$ cat src/rtl/bcd_sched_pkg.sv
// Shared state encoding, width defaults and helpers for the BCD converter scheduler.
package bcd_sched_pkg;

  localparam int BIN_W_DEF = 12;
  localparam int BCD_W_DEF = 16;

  typedef enum logic [2:0] {
    ST_FLUSH = 3'd0,
    ST_IDLE  = 3'd1,
    ST_ISSUE = 3'd2,
    ST_WAIT  = 3'd3,
    ST_RESP  = 3'd4
  } state_e;

  function automatic int clog2(input int n);
    int r;
    r = 0;
    for (int i = 0; i < 31; i++) begin
      if ((1 << i) < n) r = i + 1;
    end
    return r;
  endfunction

endpackage

$ cat src/rtl/rr_arbiter.sv
// Combinational round-robin grant: searches upward from ptr+1 (mod NCH) for the first request.
// Zero latency; no state, the pointer is owned by the caller.
module rr_arbiter
  import bcd_sched_pkg::*;
#(
  parameter int NCH = 4,
  parameter int IDW = clog2(NCH)
) (
  input  logic [NCH-1:0] req,
  input  logic [IDW-1:0] ptr,
  output logic [NCH-1:0] gnt,
  output logic [IDW-1:0] gnt_idx,
  output logic           gnt_vld
);

  logic [IDW-1:0] idx;

  // Walk from the farthest candidate to the nearest so the nearest request wins.
  always_comb begin
    gnt     = '0;
    gnt_idx = '0;
    gnt_vld = 1'b0;
    idx     = '0;
    for (int k = NCH; k >= 1; k--) begin
      idx = IDW'((int'(ptr) + k) % NCH);
      if (req[idx]) begin
        gnt      = '0;
        gnt[idx] = 1'b1;
        gnt_idx  = idx;
        gnt_vld  = 1'b1;
      end
    end
  end

endmodule

$ cat src/rtl/bcd_conv_sched.sv
// Round-robin scheduler sharing one bin-to-BCD converter among NCH requesters.
// Response arrives one cycle after conv_rdy (or TIMEOUT cycles after issue); requests wait in IDLE-only capture.
module bcd_conv_sched
  import bcd_sched_pkg::*;
#(
  parameter int NCH     = 4,
  parameter int BIN_W   = BIN_W_DEF,
  parameter int BCD_W   = BCD_W_DEF,
  parameter int TIMEOUT = 128
) (
  input  logic                    clk,
  input  logic                    reset,
  input  logic [NCH-1:0]          req_valid,
  input  logic [NCH*BIN_W-1:0]    req_bin,
  output logic [NCH-1:0]          req_ready,
  output logic [BIN_W-1:0]        conv_bin,
  output logic                    conv_en,
  input  logic [BCD_W-1:0]        conv_bcd,
  input  logic                    conv_rdy,
  output logic                    resp_valid,
  output logic [clog2(NCH)-1:0]   resp_id,
  output logic [BCD_W-1:0]        resp_bcd,
  output logic                    resp_err,
  output logic                    busy
);

  localparam int IDW = clog2(NCH);
  localparam int CW  = clog2(TIMEOUT) + 1;
  localparam logic [CW-1:0] CNT_LAST = CW'(TIMEOUT - 1);

  state_e           state_q, state_d;
  logic [IDW-1:0]   ptr_q, ptr_d;
  logic [CW-1:0]    cnt_q, cnt_d;
  logic [CW-1:0]    cnt_inc;
  logic [BIN_W-1:0] conv_bin_q, conv_bin_d;
  logic             conv_en_q, conv_en_d;
  logic [NCH-1:0]   req_ready_q, req_ready_d;
  logic             resp_valid_q, resp_valid_d;
  logic [IDW-1:0]   resp_id_q, resp_id_d;
  logic [BCD_W-1:0] resp_bcd_q, resp_bcd_d;
  logic             resp_err_q, resp_err_d;

  logic [NCH-1:0]   gnt;
  logic [IDW-1:0]   gnt_idx;
  logic             gnt_vld;
  logic [BIN_W-1:0] ch_bin [NCH];

  for (genvar g = 0; g < NCH; g++) begin : g_unpack
    assign ch_bin[g] = req_bin[g*BIN_W +: BIN_W];
  end

  rr_arbiter #(
    .NCH (NCH),
    .IDW (IDW)
  ) u_arb (
    .req     (req_valid),
    .ptr     (ptr_q),
    .gnt     (gnt),
    .gnt_idx (gnt_idx),
    .gnt_vld (gnt_vld)
  );

  always_comb begin
    state_d      = state_q;
    ptr_d        = ptr_q;
    cnt_d        = cnt_q;
    cnt_inc      = cnt_q + CW'(1);
    conv_bin_d   = conv_bin_q;
    conv_en_d    = 1'b0;
    req_ready_d  = '0;
    resp_valid_d = 1'b0;
    resp_id_d    = resp_id_q;
    resp_bcd_d   = resp_bcd_q;
    resp_err_d   = resp_err_q;

    case (state_q)
      // Drain whatever the converter was doing before we owned it.
      ST_FLUSH: begin
        cnt_d = cnt_inc;
        if (conv_rdy || cnt_inc == CNT_LAST) begin
          cnt_d   = '0;
          state_d = ST_IDLE;
        end
      end
      ST_IDLE: begin
        if (gnt_vld) begin
          conv_bin_d  = ch_bin[gnt_idx];
          resp_id_d   = gnt_idx;
          req_ready_d = gnt;
          ptr_d       = gnt_idx;
          conv_en_d   = 1'b1;
          state_d     = ST_ISSUE;
        end
      end
      ST_ISSUE: begin
        cnt_d   = '0;
        state_d = ST_WAIT;
      end
      // conv_rdy is checked first so a result landing on the last cycle is not an error.
      ST_WAIT: begin
        cnt_d = cnt_inc;
        if (conv_rdy) begin
          resp_bcd_d   = conv_bcd;
          resp_err_d   = 1'b0;
          resp_valid_d = 1'b1;
          state_d      = ST_RESP;
        end else if (cnt_inc == CNT_LAST) begin
          resp_bcd_d   = '0;
          resp_err_d   = 1'b1;
          resp_valid_d = 1'b1;
          state_d      = ST_RESP;
        end
      end
      ST_RESP: begin
        state_d = ST_IDLE;
      end
      default: begin
        state_d = ST_FLUSH;
      end
    endcase
  end

  always_ff @(posedge clk) begin
    if (!reset) begin
      state_q      <= ST_FLUSH;
      ptr_q        <= IDW'(NCH - 1);
      cnt_q        <= '0;
      conv_bin_q   <= '0;
      conv_en_q    <= 1'b0;
      req_ready_q  <= '0;
      resp_valid_q <= 1'b0;
      resp_id_q    <= '0;
      resp_bcd_q   <= '0;
      resp_err_q   <= 1'b0;
    end else begin
      state_q      <= state_d;
      ptr_q        <= ptr_d;
      cnt_q        <= cnt_d;
      conv_bin_q   <= conv_bin_d;
      conv_en_q    <= conv_en_d;
      req_ready_q  <= req_ready_d;
      resp_valid_q <= resp_valid_d;
      resp_id_q    <= resp_id_d;
      resp_bcd_q   <= resp_bcd_d;
      resp_err_q   <= resp_err_d;
    end
  end

  assign req_ready  = req_ready_q;
  assign conv_bin   = conv_bin_q;
  assign conv_en    = conv_en_q;
  assign resp_valid = resp_valid_q;
  assign resp_id    = resp_id_q;
  assign resp_bcd   = resp_bcd_q;
  assign resp_err   = resp_err_q;
  assign busy       = (state_q != ST_IDLE);

endmodule

$ cat config.mk
export PLATFORM = sky130hd
export DESIGN_NAME = bcd_conv_sched
export DESIGN_NICKNAME = d
export VERILOG_FILES = /design/src/rtl/bcd_sched_pkg.sv /design/src/rtl/rr_arbiter.sv /design/src/rtl/bcd_conv_sched.sv
export SDC_FILE = /design/constraint.sdc
export NUM_CORES = 1
export LEC_CHECK = 0
export CORE_UTILIZATION = 35
export CTS_CLUSTER_DIAMETER = 150
export DETAILED_ROUTE_END_ITERATION = 10
export PLACE_DENSITY_LB_ADDON = 0.15
export SKIP_CTS_REPAIR_TIMING = 1
export SLEW_MARGIN = 20
export SYNTH_ARGS = -nofsm -noshare
export SYNTH_HDL_FRONTEND = slang
export SYNTH_SLANG_ARGS = --single-unit
$ cat constraint.sdc
create_clock -name clk -period 3.6 [get_ports clk]
set_input_delay 0.9 -clock clk [delete_from_list [all_inputs] [get_ports clk]]
set_output_delay 0.9 -clock clk [all_outputs]
set_load 0.01 [all_outputs]
# Word level (Yosys, flattened, before mapping)
# Index checks and enable logic that the tools add are counted.
# Widths: inputs -> output; s select.
totals:
  reg_bits: 50
  in_bits: 71
op_classes:
  add_sub_neg: 5
  n_lt_le_gt_ge: 9
  eq_ne: 9
  n_mux: 45
  n_bitwise: 1
  reduce_logical: 14
op_table:
  columns: ["operator", "count"]
  rows:
  - ["$mux 16", 2]
  - ["$bmux 12 s2", 1]
  - ["$mux 12", 2]
  - ["$pmux 8 s3", 1]
  - ["$mux 1", 17]
  - ["$mux 4", 4]
  - ["$pmux 3 s5", 1]
  - ["$lt 2x3->1 const B", 4]
  - ["$mux 3", 4]
  - ["$add 8x1->8 const B", 1]
  - ["$bmux 1 s2", 4]
  - ["$demux 1 s2", 4]
  - ["$eq 8x7->1 const B", 1]
  - ["$ge 2x1->1 const B", 4]
  - ["$mux 2", 4]
  - ["$mux 8", 1]
  - ["$reduce_and 2->1", 4]
  - ["$eq 3x2->1 const B", 2]
  - ["$reduce_and 3->1", 2]
  - ["$add 2x1->2 const B", 2]
  - ["$add 2x2->2 const B", 2]
  - ["$logic_and 1x1->1", 4]
  - ["$ne 2x2->1 const B", 2]
  - ["$eq 3x1->1 const B", 1]
  - ["9 further kinds", 9]

# Logic depth before layout (Yosys ltp)
logic_depth:
  depth_word: 11
  ltp_mapped: 10
  ltp_nobuf: 8

# Modules after synthesis
# Synthesis repeated with hierarchy kept, for this count alone.
unflattened:
  cells_unflattened: 323
  area_unflattened_um2: 2820.2
modules_own_cells:
  columns: ["mod", "n_inst", "cells_each", "area_each_um2", "seq_area_each_um2"]
  rows:
  - ["bcd_conv_sched", 1, 253, 2267.2, 1001.0]
  - ["rr_arbiter", 1, 70, 553.0, 0.0]

# Worst setup path before layout
# No wires, ideal clock.
synth_timing:
  kind: "reg-to-reg"
  from: "register ptr_q[1]"
  to: "register conv_bin_q[11], in the netlist conv_bin[11]"
  setup_ps: 122
  t_arrival_ps: 2626
  setup_slack_ps: 852
  path_stages_with_launch: 11
  synth_period_minus_slack_ps: 2748
  path_cell_list: "dfxtp_1 -> clkbuf_1 -> inv_1 -> ha_1 -> buf_2 -> mux2_2 -> mux2_2 -> clkbuf_1 -> o21ai_0 -> o311ai_0 -> a221o_1"
synth_between:
  elab_chain_len: 11
  elab_cells_between_ends: 25
synth_rtl:
  columns: ["item", "line", "source"]
  rows:
  - ["start, declared", "bcd_conv_sched.sv:32", "logic [IDW-1:0] ptr_q, ptr_d;"]
  - ["start signal, assigned", "bcd_conv_sched.sv:126", "ptr_q <= IDW'(NCH - 1);"]
  - ["start signal, assigned", "bcd_conv_sched.sv:137", "ptr_q <= ptr_d;"]
  - ["$add 2x1->2", "rr_arbiter.sv:25", "idx = IDW'((int'(ptr) + k) % NCH);"]
  - ["$bmux 1 s2", "rr_arbiter.sv:26", "if (req[idx]) begin"]
  - ["$mux 1 (not written as such)", "rr_arbiter.sv:26", null]
  - ["$mux 2 (4 in series)", "rr_arbiter.sv:26", null]
  - ["$not 2->3 (not written as such)", "bcd_conv_sched.sv:87", "conv_bin_d = ch_bin[gnt_idx];"]
  - ["$bmux 12 s2", "bcd_conv_sched.sv:87", null]
  - ["$mux 12 (not written as such) (2 in series)", "bcd_conv_sched.sv:87", null]
  - ["end signal, assigned", "bcd_conv_sched.sv:139", "conv_bin_q <= conv_bin_d;"]
  - ["end, declared", "bcd_conv_sched.sv:35", "logic [BIN_W-1:0] conv_bin_q, conv_bin_d;"]
# Several ways; a longest one is shown, not always the timed one. The select of a mux whose other input is x is not followed.
# A chain may end at the register's enable or synchronous reset.

# Final worst setup path
layout_timing:
  from: "input port req_valid[3]"
  to: "register conv_bin_q[7], in the netlist conv_bin[7]"
layout_between:
  elab_chain_len: 10
  elab_cells_between_ends: 21
layout_rtl:
  columns: ["item", "line", "source"]
  rows:
  - ["start, declared", "bcd_conv_sched.sv:13", "input logic [NCH-1:0] req_valid,"]
  - ["$bmux 1 s2", "rr_arbiter.sv:26", null]
  - ["$mux 1 (not written as such)", "rr_arbiter.sv:26", null]
  - ["$mux 2 (4 in series)", "rr_arbiter.sv:26", null]
  - ["$not 2->3 (not written as such)", "bcd_conv_sched.sv:87", null]
  - ["$bmux 12 s2", "bcd_conv_sched.sv:87", null]
  - ["$mux 12 (not written as such) (2 in series)", "bcd_conv_sched.sv:87", null]
# Several ways; a longest one is shown, not always the timed one. The select of a mux whose other input is x is not followed.

==> impl_metrics.csv <==
group,metric,value,unit
routing,first_iter_violations,108,
worst_setup_path,start_kind,"input pin",
power_and_ir_drop,power,1450,uW
worst_setup_path,worstSetupEndpointType,"flop",
global_routing,grt_pass1_wl,11.7,mm
layout,layout-drive-gt1-share,7.56,%
power_and_ir_drop,leakage,0.00158,uW
timing,rsz0062_at_grt,"no",
logic_synthesis,yosysTopAreaCell,"dfxtp_1",
global_routing,grt_pass1_vias,2539,
die,ios,109,
logic_synthesis,synth_cells,294,
worst_setup_path,crit_buf_inv,2,
routing,wl_per_cell,13.9,microns
logic_synthesis,synth_nets,371,
timing,fin_crit,3.01,ns
global_routing,grt_max_degree,24,
placement,dp_hpwl,5.13,mm
die,fp.dieArea,8150,sq um
die,dieWidth,90.3,microns
cts,cts-root-buf,"clkbuf_8",
placement,portBuffers,108,
global_routing,antenna_found_initial,0,
logic_synthesis,post_synth.cell_area_avg,9.28,sq um
die,num_rows,31,
layout,syn2layout_area_growth,46.7,%
status,status,"finished clean",
layout,post-route-util,54.0,%
timing,setup_tns,0,ns
worst_setup_path,cpLargestDelayFamily,"buffers and inverters",
timing,drv_slew,0,
die,die_h,90.3,microns
cts,clk_latency,0.31,ns
die,core,7410,sq um
timing,fin_ws,0.591,ns
routing,drcViolationCount,0,
timing,hold_viol,0,
logic_synthesis,synthTopCellsByArea,"dfxtp_1, mux2i_1, a22o_1",
placement,gp_congestion,0.807,
worst_setup_path,crit_arrival,3.20,ns
global_routing,overflow,0,
placement,placed_cell_area,3900,sq um
logic_synthesis,yosysWarnings,0,
routing,drtPass1Iterations,4,
routing,via_per_inst,5.17,
logic_synthesis,synth_edf_count,0,
timing,finalSetupViolCount,0,
timing,max_slew_margin,61.6,%
logic_synthesis,netlist_area,2730,sq um
routing,ant_nets,0,
placement,dp_slack,0.283,ns
cts,cts_tree,"yes",
worst_setup_path,crit_fanout,23,
logic_synthesis,synth_cell_type_count,60,
timing,max_freq,332,MHz
logic_synthesis,ys_ff_latch,50,
cts,cts_max_level,2,
worst_setup_path,critPathSlowestCell,"clkdlybuf4s50_1",
logic_synthesis,async_reset_ff_share,0,%
worst_setup_path,worstSetupPathType,"input pin to flop",
logic_synthesis,ys_dominant_reg_cell,"dfxtp_1",
power_and_ir_drop,pwr_density_cell,363,nW/um^2
job,max_cap_violations,0,
logic_synthesis,ys_seq_area_share,36.7,%
layout,final_cell_area,4000,sq um
layout,nets,473,
worst_setup_path,slowest_delay,0.63,ns
timing,post-route-period-util,83.6,%
global_routing,grt_use_total,17.5,%
worst_setup_path,cp.required,3.79,ns
die,start_util,36.8,%
logic_synthesis,synth_commonest_cells,"dfxtp_1, nand2_1, mux2i_1, clkbuf_1, a22o_1",
routing,vias,2565,
routing,wl,6.91,mm
timing,worst_pin_slew,0.577,ns
worst_hold_path,hold_class,"flop to flop",
layout,num_antenna_cells,0,
cts,clockBufferDepth,2,
logic_synthesis,synth_top_cell_area_share,36.7,%
power_and_ir_drop,irDropWorstVdd,0.000160,V
logic_synthesis,post-synth-top-count-cell,"dfxtp_1",
cts,clock-sinks,50,
cts,cts_buffers,5,
timing,clock_skew,0.00975,ns
cts,clk_pin_slew,0.10,ns
worst_setup_path,crit_chain,"clkdlybuf4s50_1 -> mux4_2 -> nor3_1 -> a221oi_4 -> buf_4 -> mux2i_1 -> o221ai_1",
metrics by stage:
step	hold WS, ns	instances
final	0.475	496
after CTS	0.472	496
after detailed placement	0.450	488
after global routing	0.508	496
after global placement	0.448	488
after floorplan	0.444	294
sequential cells by signal (all words and copies together) (netlist names):
signal and count:
resp_bcd 16, ptr_q 2, resp_id 2, resp_valid 1, req_ready 4, state_q 3, cnt_q 8, resp_err 1
conv_bin 12, conv_en 1
cell families after synthesis:
kind of cell	after synthesis	synth area share, %
XOR/XNOR	2	0.642
AO/OA/AOI/OAI	79	23.9
buffers and inverters	28	4.27
flip-flops	50	36.7
AND/OR/NAND/NOR	91	16.6
multiplexers	38	15.1
adder cells (fa/ha/maj)	6	2.75
power by group:
| part | internal [uW] | switching [uW] | total [uW] | leakage (uW) |
|---|---|---|---|---|
| sequential | 586 | 26.7 | 613 | 0.000406 |
| combinational | 264 | 219 | 484 | 0.00112 |
| clock | 144 | 210 | 354 | 0.0000502 |
| total | 995 | 456 | 1450 | 0.00158 |
metal layers:
layer | track usage (%) | share of wire (%)
met5 | 0 | 0
met4 | 4.44 | 1.0
met3 | 6.31 | 9.4
met2 | 28.6 | 45
met1 | 21.8 | 44
cell type report:
cell class              instances  area (sq um)
clock inverters                 3          28.8
multi-input cells             216          1610
repair buffers                116          1140
well taps                      99           124
clock buffers                   5          68.8
fillers                       702          3410
inverters                       7          26.3
flip-flops and latches         50          1000
path summary, 6_finish.rpt:
kind,start,endpoint,slack (ns),depth (start not counted)
worst min register to register,conv_bin[0],conv_bin[0],0.47,2
worst min-delay path,conv_bin[0],conv_bin[0],0.47,2
worst max register to register,ptr_q[1],conv_bin[7],0.60,8
worst max-delay path,req_valid[3],conv_bin[7],0.59,7
worst reg2reg max path: stages (launching register included):
cell and delay (ns):
dfxtp_1 0.60, inv_1 0.15, ha_1 0.52, mux2_2 0.41, a211oi_1 0.46, a221oi_4 0.13, buf_4 0.29, mux2i_1 0.20
o221ai_1 0.13
cell usage in the layout, fill, tap and decap left out, types with 5 or more instances in the layout:
cell             synthesis  routed
buf_4                    0       8
inv_1                    5       5
nor3_1                   5       5
clkdlybuf4s50_1          0     108
o221ai_1                11      11
a22o_1                  16      16
o21ai_0                  5       5
ha_1                     6       6
o21ai_1                  6       6
nand3_1                  5       5
dfxtp_1                 50      50
nand2b_1                 5       5
mux2i_1                 31      31
nand2_1                 36      36
nor2_1                  14      14
a21oi_1                  6       6
clkbuf_8                 0       5
No activity file was read; power rests on OpenSTA's default activity.
